--- config.mk ---
export PLATFORM = sky130hd
export DESIGN_NAME = gemm_c_drain
export DESIGN_NICKNAME = d
export VERILOG_FILES = /design/src/rtl/gemm_pkg.sv /design/src/rtl/gemm_c_drain.sv
export SDC_FILE = /design/constraint.sdc
export NUM_CORES = 1
export LEC_CHECK = 0
export CAP_MARGIN = 20
export CELL_PAD_IN_SITES_DETAIL_PLACEMENT = 0
export CELL_PAD_IN_SITES_GLOBAL_PLACEMENT = 1
export CORE_MARGIN = 2
export CORE_UTILIZATION = 45
export CTS_CLUSTER_SIZE = 10
export DETAILED_ROUTE_END_ITERATION = 12
export GPL_TIMING_DRIVEN = 0
export PLACE_DENSITY_LB_ADDON = 0.05
export SETUP_SLACK_MARGIN = 0.02
export SYNTH_ARGS = -nofsm -noshare
export SYNTH_HDL_FRONTEND = slang
export SYNTH_SLANG_ARGS = --single-unit
--- constraint.sdc ---
create_clock -name clk_i -period 7.2 [get_ports clk_i]
set_input_delay 1.8 -clock clk_i [delete_from_list [all_inputs] [get_ports clk_i]]
set_output_delay 1.8 -clock clk_i [all_outputs]
set_load 0.02 [all_outputs]
--- src/rtl/gemm_pkg.sv ---
// Shared GEMM definitions: drain FSM states, C element type and a ceil-divide
// helper for tile counts.
package gemm_pkg;

    localparam int unsigned ElemWidth = 32;

    typedef logic signed [ElemWidth-1:0] elem_t;

    typedef enum logic [2:0] {
        StIdle,
        StRead,
        StCap,
        StEmit,
        StFin
    } drain_state_e;

    function automatic int unsigned ceil_div(input int unsigned a, input int unsigned b);
        return (a + b - 1) / b;
    endfunction

endpackage

--- src/rtl/gemm_c_drain.sv ---
// Reads tiled C words back from SRAM C and streams row-major elements.
// Optional running checksum of emitted elements: define GEMM_DRAIN_CHECKSUM_EN.
module gemm_c_drain
    import gemm_pkg::*;
#(
    parameter int unsigned OutDataWidth  = 32,
    parameter int unsigned AddrWidth     = 10,
    parameter int unsigned SizeAddrWidth = 8,
    parameter int unsigned M             = 4,
    parameter int unsigned N             = 4
) (
    input  logic                         clk_i,
    input  logic                         rst_ni,
    input  logic                         start_i,
    input  logic [SizeAddrWidth-1:0]     M_size_i,
    input  logic [SizeAddrWidth-1:0]     N_size_i,
    output logic [AddrWidth-1:0]         sram_c_addr_o,
    input  logic [OutDataWidth*M*N-1:0]  sram_c_rdata_i,
    output logic [OutDataWidth-1:0]      out_data_o,
    output logic                         out_valid_o,
    input  logic                         out_ready_i,
    output logic                         out_last_o,
    output logic                         busy_o,
    output logic                         done_o,
    output logic [OutDataWidth-1:0]      checksum_o
);

    localparam int unsigned RowW  = (M > 1) ? $clog2(M) : 1;
    localparam int unsigned ColW  = (N > 1) ? $clog2(N) : 1;
    localparam int unsigned IdxW  = (M * N > 1) ? $clog2(M * N) : 1;
    localparam int unsigned WordW = OutDataWidth * M * N;

    drain_state_e state_q, state_d;

    logic [SizeAddrWidth-1:0] m_size_q, n_size_q, tn_total_q;
    logic [SizeAddrWidth-1:0] m_q, n_q, tn_q;
    logic [RowW-1:0]          r_q;
    logic [ColW-1:0]          col_q;
    logic [AddrWidth-1:0]     row_base_q;
    logic [WordW-1:0]         word_q;

    logic                     start_acc, xfer, row_end, last_col, last_elem;
    logic [IdxW-1:0]          elem_idx;
    logic [OutDataWidth-1:0]  elems [M*N];

    always_comb begin
        for (int i = 0; i < int'(M * N); i++) begin
            elems[i] = word_q[i*OutDataWidth +: OutDataWidth];
        end
    end

    assign elem_idx  = IdxW'(32'(r_q) * N + 32'(col_q));
    assign row_end   = (n_q == n_size_q - 1'b1);
    assign last_col  = row_end || (col_q == ColW'(N - 1));
    assign last_elem = row_end && (m_q == m_size_q - 1'b1);
    assign xfer      = (state_q == StEmit) && out_ready_i;

    always_ff @(posedge clk_i or negedge rst_ni) begin
        if (!rst_ni) begin
            state_q <= StIdle;
        end else begin
            state_q <= state_d;
        end
    end

    always_comb begin
        state_d   = state_q;
        start_acc = 1'b0;
        unique case (state_q)
            StIdle: begin
                if (start_i) begin
                    start_acc = 1'b1;
                    state_d   = (M_size_i == '0 || N_size_i == '0) ? StFin : StRead;
                end
            end
            StRead: state_d = StCap;
            StCap:  state_d = StEmit;
            StEmit: begin
                if (xfer && last_col) begin
                    state_d = last_elem ? StFin : StRead;
                end
            end
            StFin:   state_d = StIdle;
            default: state_d = StIdle;
        endcase
    end

    // Counters are frozen on the final element so the address holds after the drain.
    always_ff @(posedge clk_i or negedge rst_ni) begin
        if (!rst_ni) begin
            m_size_q   <= '0;
            n_size_q   <= '0;
            tn_total_q <= '0;
            m_q        <= '0;
            n_q        <= '0;
            tn_q       <= '0;
            r_q        <= '0;
            col_q      <= '0;
            row_base_q <= '0;
            word_q     <= '0;
        end else begin
            if (start_acc) begin
                m_size_q   <= M_size_i;
                n_size_q   <= N_size_i;
                tn_total_q <= SizeAddrWidth'(ceil_div(32'(N_size_i), N));
                m_q        <= '0;
                n_q        <= '0;
                tn_q       <= '0;
                r_q        <= '0;
                col_q      <= '0;
                row_base_q <= '0;
            end
            if (state_q == StCap) begin
                word_q <= sram_c_rdata_i;
            end
            if (xfer && !last_elem) begin
                if (last_col) begin
                    col_q <= '0;
                    if (row_end) begin
                        n_q  <= '0;
                        tn_q <= '0;
                        m_q  <= m_q + 1'b1;
                        if (r_q == RowW'(M - 1)) begin
                            r_q        <= '0;
                            row_base_q <= row_base_q + AddrWidth'(tn_total_q);
                        end else begin
                            r_q <= r_q + 1'b1;
                        end
                    end else begin
                        tn_q <= tn_q + 1'b1;
                        n_q  <= n_q + 1'b1;
                    end
                end else begin
                    col_q <= col_q + 1'b1;
                    n_q   <= n_q + 1'b1;
                end
            end
        end
    end

    assign sram_c_addr_o = row_base_q + AddrWidth'(tn_q);
    assign out_valid_o   = (state_q == StEmit);
    assign out_data_o    = out_valid_o ? elems[elem_idx] : '0;
    assign out_last_o    = out_valid_o && last_elem;
    assign busy_o        = (state_q == StRead) || (state_q == StCap) || (state_q == StEmit);
    assign done_o        = (state_q == StFin);

`ifdef GEMM_DRAIN_CHECKSUM_EN
    logic [OutDataWidth-1:0] checksum_q;

    always_ff @(posedge clk_i or negedge rst_ni) begin
        if (!rst_ni) begin
            checksum_q <= '0;
        end else if (start_acc) begin
            checksum_q <= '0;
        end else if (xfer) begin
            checksum_q <= checksum_q + out_data_o;
        end
    end

    assign checksum_o = checksum_q;
`else
    assign checksum_o = '0;
`endif

endmodule

Yosys cells after proc, flatten, opt, wreduce, memory -nomap -nowiden
Cells that the tools add are included.

Memories kept: 0. Bits in writable memories: 0. Register bits: 577. Memory bits (read-only): 0. Output and inout bits: 78. Logic and storage cells: 86. Bits in latches: 0. Bits of input ports: 532.

Equal/unequal tests: 10. $lt $le $gt $ge: 1. Divide/modulo/power cells: 0. Bitwise operators: 1. Add/sub/neg operators: 12. Muxes and demuxes: 36. Shift-type cells: 0. Reductions and logical operators: 15. Multipliers: 0.

Operator list (number): $bmux W32 S4 (1); $mux W32 (3); $mux W8 (12); $mux W10 (5); $add A8 B1 Y8 const B (3); $add A10 B8 Y10 (2); $eq A8 B8 Y1 (2); $logic_not A8 Y1 (2); $mux W2 (8); $sub A8 B1 Y8 const B (2); $mux W3 (4); $pmux W3 S4 (1); $sub A9 B1 Y10 const B (1); $add A8 B3 Y9 const B (1); $eq A3 B2 Y1 const B (2); $ge A5 B5 Y1 const B (1); $logic_and A1 B1 Y1 (5); $not A4 Y5 (1); $add A2 B1 Y2 const B (2); $add A4 B2 Y4 (1); $eq A2 B2 Y1 const B (2); $logic_or A1 B1 Y1 (4); $eq A3 B1 Y1 const B (1); $eq A3 B3 Y1 const B (1); other kinds (7) (8).

Longest topological paths before layout
Word-level depth: 7. Mapped depth: 10.

Worst setup path before layout
No wires, ideal clock.

Path type: flip-flop to output port. Start: register col_q[0]. End: output port out_data_o[0]. Arrival: 2.516 ns. Data required time: 5.400 ns. Path slack: 2.884 ns. Stages on the path, launching flop included: 7. Path buffers: 3. Path through: dfrtp_1 clkbuf_1 clkbuf_1 buf_1 mux4_2 mux4_2 and2_1.

Cells in the longest elaborated chain, start to end: 6.

RTL lines: start: declaration (line gemm_c_drain.sv:38) `logic [ColW-1:0] col_q;`; start signal: assignment (line gemm_c_drain.sv:134) `col_q <= col_q + 1'b1;`; $add A4 B2 Y4 (line gemm_c_drain.sv:52) `assign elem_idx = IdxW'(32'(r_q) * N + 32'(col_q));`; $not A4 Y5 (not written as such) (line gemm_c_drain.sv:143) `assign out_data_o = out_valid_o ? elems[elem_idx] : '0;`; $bmux W32 S4 (line gemm_c_drain.sv:143); $mux W32 (not written as such) (2 in series) (line gemm_c_drain.sv:143); $mux W32 (line gemm_c_drain.sv:143); end: declaration (line gemm_c_drain.sv:19) `output logic [OutDataWidth-1:0] out_data_o,`.

Every way passes these cells. The select of a mux whose other input is x is not followed.

Worst setup path in the final report
Start: register col_q[0]. End: output port out_data_o[13].

The elaborated chain is that of the path after synthesis.

==> run_results.csv <==
group,metric,value,unit
run_status,outcome,"complete, no violations",
power_and_ir_drop,switchingPower,5329,uW
timing,drv_slew,0,
run,drv_cap,0,
logic_synthesis,postSynth.asyncResetShare,100.0,%
logic_synthesis,synth_cell_type_count,70,
min_path,min_path_cells,2,
logic_synthesis,ys_warn_count,0,
worst_setup_path,cp.depth,7,
min_path,min_path_type,"reg -> reg",
floorplan,dieArea,0.06249,sq mm
timing,setup_viol,0,
power_and_ir_drop,p_sw_share,33.04,%
global_routing,grt_usage,29.81,%
min_path,min_from,"tn_total_q[5]$_DFFE_PN0P_",
global_routing,antenna_found_initial,52,
logic_synthesis,synthCells,1822,
worst_setup_path,slowest_stage,"buf_1",
power_and_ir_drop,ir_worst_vdd,0.0002113,V
cts,numCtsBuffers,70,
cts,cts_tree,"yes",
route,routed-via-count,18820,
floorplan,start_util,45.28,%
route,vias_per_cell,5.587,
cts,hold_buffers,0,
timing,period_needed,6.501,ns
cts,cts.clk_slew.worst_paths,0.06,ns
min_path,min_to,"tn_total_q[5]$_DFFE_PN0P_",
worst_setup_path,crit_start,"col_q[0]$_DFFE_PN0P_",
worst_setup_path,required,5.40,ns
layout,drive_above_1_share,33.22,%
power_and_ir_drop,power_density,440.6,mW/mm^2
timing,max_freq,153.8,MHz
timing,final.setup_skew,0.01925,ns
power_and_ir_drop,internal_power,10800,uW
floorplan,fp.dieW,250.0,um
worst_setup_path,start_kind,"flip-flop",
timing,tightestPinTransition,1.243,ns
worst_setup_path,critPathKind,"reg -> out",
timing,rsz0062_at_grt,"no",
power_and_ir_drop,comb_power_share,44.7,%
cts,cts.htree.levels,3,
cts,cts_root_buf,"clkbuf_16",
placement,place_area,0.03445,sq mm
timing,min_period_over_period,90.29,%
global_routing,grt_start_max_net_pins,123,
placement,port_buffers,577,
layout,nNetsFinal,3080,
route,routed_wl,93.25,mm
timing,finalHoldViolCount,0,
worst_setup_path,cp_max_fo,10,
route,wl_per_cell,27.69,um
route,ant_nets,0,
power_and_ir_drop,total_power,16130,uW
global_routing,grt_pass1_vias,20060,
floorplan,core,0.06013,sq mm
worst_setup_path,max_stage_delay,0.82,ns
power_and_ir_drop,clock_power_share,20.1,%
cts,clk_latency,0.60,ns
floorplan,rows,90,
logic_synthesis,synth_seq_cells,576,
timing,finalSetupTns,0,ns
global_routing,grt_pass1_wl,134.0,mm
cts,cts_resized,0,
worst_setup_path,cp.buffers_inverters,4,
cts,post-cts-setup-buffer-count,0,
worst_setup_path,critPathCaptureType,"primary output",
worst_setup_path,regToRegStartpoint,"state_q[2]$_DFFE_PN0P_",
timing,relSlewSlack,17.14,%
floorplan,die_y,250.0,um
cts,cts_sinks,576,
power_and_ir_drop,p_seq_share,35.2,%
logic_synthesis,synth_edf_count,0,
floorplan,ioPinCount,610,
route,drc,0,
route,first_pass_iters,5,
worst_setup_path,crit_arrival,4.70,ns
placement,routabilityCongestion,0.8441,
layout,area_growth,34.45,%
global_routing,overflow,0,
worst_setup_path,r2r_cells,6,
placement,hpwl,71.33,mm
logic_synthesis,syn_area_per_cell,14.94,sq um
worst_setup_path,r2r_slack,3.65,ns
power_and_ir_drop,power_leakage,0.01499,uW
layout,nFillCells,4762,
cts,cts_buffer_depth,3,
logic_synthesis,ys_seq_area_share,52.94,%
logic_synthesis,syn_area,0.02723,sq mm
layout,finalInstanceArea,0.03661,sq mm
layout,postLayoutCoreUtil,60.88,%
worst_setup_path,worst_path_dominant_cell_family,"buffers and inverters",
route,drtIter0Drc,1091,
logic_synthesis,synth-main-ff-cell,"dfrtp_1",
worst_setup_path,path_cells,"clkbuf_1 -> clkbuf_1 -> buf_1 -> mux4_2 -> mux4_2 -> and2_1 -> clkdlybuf4s50_1",
worst_setup_path,r2r-end,"word_q[407]$_DFFE_PN0P_",
-- layer usage --
metal	vias up	GRT usage, %	share of wire, %
li1	8119	-	-
met1	9855	36.98	39
met2	615	49.81	50
met3	191	8.897	7.3
met4	38	10.25	3.2
met5	-	0	0.26
-- registers in the layout, indices dropped and copies added, names as in the netlist --
register,count
m_q,8
word_q,512
tn_q,8
r_q,2
row_base_q,10
m_size_q,8
col_q,2
state_q,3
n_size_q,8
n_q,8
tn_total_q,7
-- power groups by stage --
stage               registers, uW  clock network, uW  logic (uW)
floorplan                    5360                  0        4840
global placement             5660                  0        6980
detailed placement           5700                  0        7230
CTS                          5660               3320        7260
global route                 5850               3450        7640
finish                       5680               3250        7200
-- cell usage in the layout (no fill, tap or decap), types with 4 or more instances in the layout --
master / Yosys / routed
buf_2: 5 / 5
clkbuf_8: 0 / 9
a31oi_1: 4 / 4
clkbuf_16: 0 / 72
clkdlybuf4s50_1: 0 / 576
buf_6: 3 / 4
and3_1: 8 / 8
and2_1: 39 / 39
buf_16: 0 / 6
o21bai_1: 4 / 4
nand3_1: 23 / 23
o21ai_1: 4 / 4
buf_4: 32 / 33
nand2_1: 82 / 82
diode_2: 0 / 33
buf_8: 0 / 15
xor2_1: 17 / 17
mux4_2: 160 / 160
nor4_1: 10 / 10
nor3b_1: 6 / 6
dfrtp_1: 576 / 576
nor2b_1: 5 / 5
nor2_1: 23 / 23
buf_1: 13 / 13
o21ai_0: 30 / 30
conb_1: 1 / 32
a31o_2: 6 / 6
mux2i_1: 6 / 6
or2_2: 7 / 7
clkbuf_1: 94 / 110
a21oi_1: 18 / 18
a21o_1: 6 / 6
nand2b_1: 10 / 10
ha_1: 22 / 22
nor3_1: 8 / 8
inv_1: 15 / 15
xnor2_1: 21 / 21
mux2_2: 513 / 513
-- Yosys cell counts, types with 6 or more instances --
cell type | number | area share (%)
a21o_1 | 6 | 0.17
a21oi_1 | 18 | 0.33
a31o_2 | 6 | 0.19
and2_1 | 39 | 0.90
and3_1 | 8 | 0.18
buf_1 | 13 | 0.18
buf_4 | 32 | 0.88
clkbuf_1 | 94 | 1.3
dfrtp_1 | 576 | 53
ha_1 | 22 | 1.0
inv_1 | 15 | 0.21
mux2_2 | 513 | 21
mux2i_1 | 6 | 0.22
mux4_2 | 160 | 13
nand2_1 | 82 | 1.1
nand2b_1 | 10 | 0.23
nand3_1 | 23 | 0.42
nor2_1 | 23 | 0.32
nor3_1 | 8 | 0.15
nor3b_1 | 6 | 0.17
nor4_1 | 10 | 0.23
o21ai_0 | 30 | 0.55
or2_2 | 7 | 0.16
xnor2_1 | 21 | 0.68
xor2_1 | 17 | 0.55
-- cell families after synthesis --
kind of cell | Yosys count | synth area share (%)
simple gates | 240 | 4.673
other cells | 1 | 0.01377
compound gates | 102 | 2.541
xor+xnor | 38 | 1.222
fa+ha+maj | 24 | 1.158
buf+inv | 162 | 2.780
mux | 679 | 34.67
flops | 576 | 52.94
-- metrics by stage --
step                hold WS [ns]  worst slack, ns  std cells
floorplan                 0.4551            2.884       1853
global placement          0.4818           -21.52       3212
detailed placement        0.4822            1.301       3231
CTS                       0.4945           0.6331       3332
global route              0.5094           0.4650       3363
finish                    0.4865           0.6994       3368
-- worst max path at each step --
| stage | slack [ns] | end |
|---|---|---|
| floorplan | 2.88 | out_data_o[0] |
| global placement | -21.52 | word_q[371]$_DFFE_PN0P_ |
| detailed placement | 1.30 | out_data_o[20] |
| CTS | 0.63 | out_data_o[20] |
| global route | 0.46 | out_data_o[11] |
| finish | 0.70 | out_data_o[13] |
-- layout make-up --
type                            instances  area, sq um  share of cell area (%)
Sequential cell                       576        14410                   39.37
Multi-Input combinational cell       1115        12170                   33.25
Timing Repair Buffer                  599         6175                   16.87
Clock buffer                           97         1986                   5.424
Tap cell                              782        978.4                   2.673
Buffer                                147        700.7                   1.914
Antenna cell                           33        82.58                  0.2256
Inverter                               15        56.30                  0.1538
Clock inverter                          4        42.54                  0.1162
-- worst reg2reg max path: cells and delay by family, from the launching register on --
family / cells / cell delay, ns
buf+inv: 4 / 2.21
mux: 1 / 0.43
flops: 1 / 0.35
simple gates: 1 / 0.44
Note: power is estimated with default switching activity, not from simulation.
==> variant: new RTL, same settings <==
Build with the macro `GEMM_DRAIN_CHECKSUM_EN` defined.
--- a/src/rtl/gemm_c_drain.sv
+++ b/src/rtl/gemm_c_drain.sv
@@ -1,5 +1,7 @@
 // Reads tiled C words back from SRAM C and streams row-major elements.
 // Optional running checksum of emitted elements: define GEMM_DRAIN_CHECKSUM_EN.
+`define GEMM_DRAIN_CHECKSUM_EN
+
 module gemm_c_drain
     import gemm_pkg::*;
 #(
Check against the original RTL: not equivalent (Yosys sat finds a counterexample within 10 cycles, from zero or initial values and one cycle with rst_ni low).
==> variant against the unedited design <==
First-iteration DRC count up 20%; register-to-register slack worse by 3.2 ns; design area up 7.3%; count of clock-buffer cells in the layout is 5 higher; via count grew 15%; synthesized cell count is 16% higher; die area increased by 8.5%; power is 23% higher; sequential cell count is 32 higher; synthesized area grew 8.7%; wire length increased by 16%; worst setup slack got worse by 0.43 ns; critical endpoint is now out_data_o[16].
==> variant: results (changes against the unedited design) <==
| Metric | Value | vs unedited |
| --- | --- | --- |
| Most common library cells after synthesis | dfrtp_1, mux2_2, mux4_2 |  |
| Drt drc | 0 | unchanged |
| Sequential-to-total area share from yosys stat | 51.42% | -1.5 points |
| Port Buf Inserts | 609 | +5.5% |
| Skew-Pair Late Insertion Delay | 0.61 ns |  |
| Complex-gate fraction of the synthesized area | 4.876% | +2.3 points |
| Yosys warns | 0 | unchanged |
| Mean post-synth cell area | 14.06 um^2 | -5.9% |
| Post-Syn Nets | 2693 |  |
| Reg2Reg Setup Slack | 0.42 ns | -3.23 ns |
| Highest ir drop seen on vdd | 0.2308 mV | +9.2% |
| Delay of the slowest cell on the worst path | 0.85 ns | +0.03 ns |
| Post-place instance area | 0.03695 mm^2 | +7.3% |
| First-pass GRT wire length | 154400 um | +15% |
| Dominant cells by area after synthesis | dfrtp_1, mux2_2, mux4_2 |  |
| Post-CTS Hold Fix Bufs | 0 | unchanged |
| Final routed wire length divided by cell count | 29.04 um | +4.9% |
| Number of placed instances, taps included | 3586 | +11% |
| Leakage power | 15.98 nW | +6.6% |
| Cell with the largest stage delay on the worst path | clkbuf_1 |  |
| Share of layout cells above drive strength 1 | 28.25% | -5.0 points |
| Run status | complete, no violations |  |
| Register containing the most flip-flops in the final layout | word_q |  |
| # H-tree levels | 3 | unchanged |
| Capturing point of the worst reg2reg path | checksum_o[28] |  |
| Final weighted congestion in routability-driven placement | 0.9216 | +9.2% |
| Inserted Clock Buffers | 74 | +5.7% |
| FFs w/ async S/R, synth | 100.0% | unchanged |
| Worst Setup EP | out_data_o[16] |  |
| Post-Synth Adder-Cell Area | 2.444% | +1.3 points |
| Distinct cell type count after synthesis | 65 | -7.1% |
| Startpoint of the worst setup timing path | col_q[1] |  |
| Tot GR Track Use | 32.14% | +2.3 points |
| CTS root buf | clkbuf_16 |  |
| Top fanout value on the critical path | 10 | unchanged |
| Wire length after detailed routing | 108500 um | +16% |
| Setup bufs post-CTS | 0 | unchanged |
| Net count, final | 3389 | +10% |
| Clock Skews | 0.02138 ns | +0.002131 ns |
| Number of antenna violations at the first check in global routing | 56 | +7.7% |
| Pre-CTS worst setup slack | 0.2775 ns | -1.024 ns |
| Pin count of the biggest net entering global routing | 124 | +0.81% |
| Dominant cell type by area after synthesis | dfrtp_1 |  |
| Post-CTS sizing | 0 | unchanged |
| Initial detailed-routing violation count | 1306 | +20% |
| Vias per cell | 5.767 | +3.2% |
| Count of TritonRoute iterations in the first routing pass | 5 | unchanged |
| Number of global-route vias before repair | 22720 | +13% |
| Worst hold-check path type | reg2reg |  |
| Category of cells accounting for the largest share of critical-path delay | buffers and inverters |  |
| Max reg flops | 512 | unchanged |
| Xor/xnor cell area share of the yosys netlist | 2.127% | +0.90 points |
| Detailed placer's ending HPWL | 85970 um | +21% |
| Multiplexer share of the synthesized area | 31.94% | -2.7 points |
| FF-to-FF path depth | 17 | +11 |
| Signal arrival time at the worst endpoint | 5.13 ns | +0.43 ns |
| Slew at the pin closest to its max-slew limit | 1.110 ns | -0.1332 ns |
| Share of the clock period used by the worst path | 96.23% | +5.9 points |
==> variant: worst min-delay path by stage <==
stage                     depth (start not counted)       endpoint     startpoint  slack, ns
after detailed placement                          2  tn_total_q[6]  tn_total_q[6]       0.48
after floorplan                                   2  tn_total_q[0]  tn_total_q[0]       0.46
final                                             2  tn_total_q[4]  tn_total_q[4]       0.50
after global routing                              1     word_q[69]     word_q[69]       0.51
after CTS                                         2  tn_total_q[6]  tn_total_q[6]       0.50
after global placement                            2  tn_total_q[2]  tn_total_q[2]       0.48
==> variant: layout make-up <==
cell class / instances / area [um^2]
Fill cell: 5263 / 26130
Buffer: 132 / 524.3
Sequential cell: 608 / 15210
Inverter: 37 / 138.9
Clock buffer: 102 / 2133
Tap cell: 864 / 1081
Multi-Input combinational cell: 1328 / 13720
Timing Repair Buffer: 620 / 6321
Antenna cell: 41 / 102.6
Clock inverter: 5 / 28.78
==> variant: metal layers <==
metal	share of wire, %	track usage, %	wire length, um
met1	38	38.80	40890
met4	4.5	15.00	4855
met2	50	54.29	54520
met5	0.16	0	179
met3	7.4	7.945	8080
==> variant: report_power, final <==
| part | leakage [nW] | total [mW] | switching (mW) | internal, mW |
|---|---|---|---|---|
| Combinational | 7.57 | 10.3 | 5.20 | 5.10 |
| Sequential | 7.35 | 6.10 | 0.985 | 5.11 |
| Clock | 1.06 | 3.46 | 1.43 | 2.03 |
| Total | 16.0 | 19.9 | 7.61 | 12.2 |
==> variant: cell families (layout without fill, tap and decap cells) <==
| family | after synthesis | in the layout |
|---|---|---|
| muxes | 680 | 680 |
| DFF | 608 | 608 |
| adders and majority gates | 56 | 56 |
| and+or+nand+nor | 295 | 295 |
| AOI/OAI and AO/OA | 226 | 226 |
| other | 0 | 41 |
| buffers and inverters | 169 | 896 |
| xor gates and xnor gates | 71 | 71 |
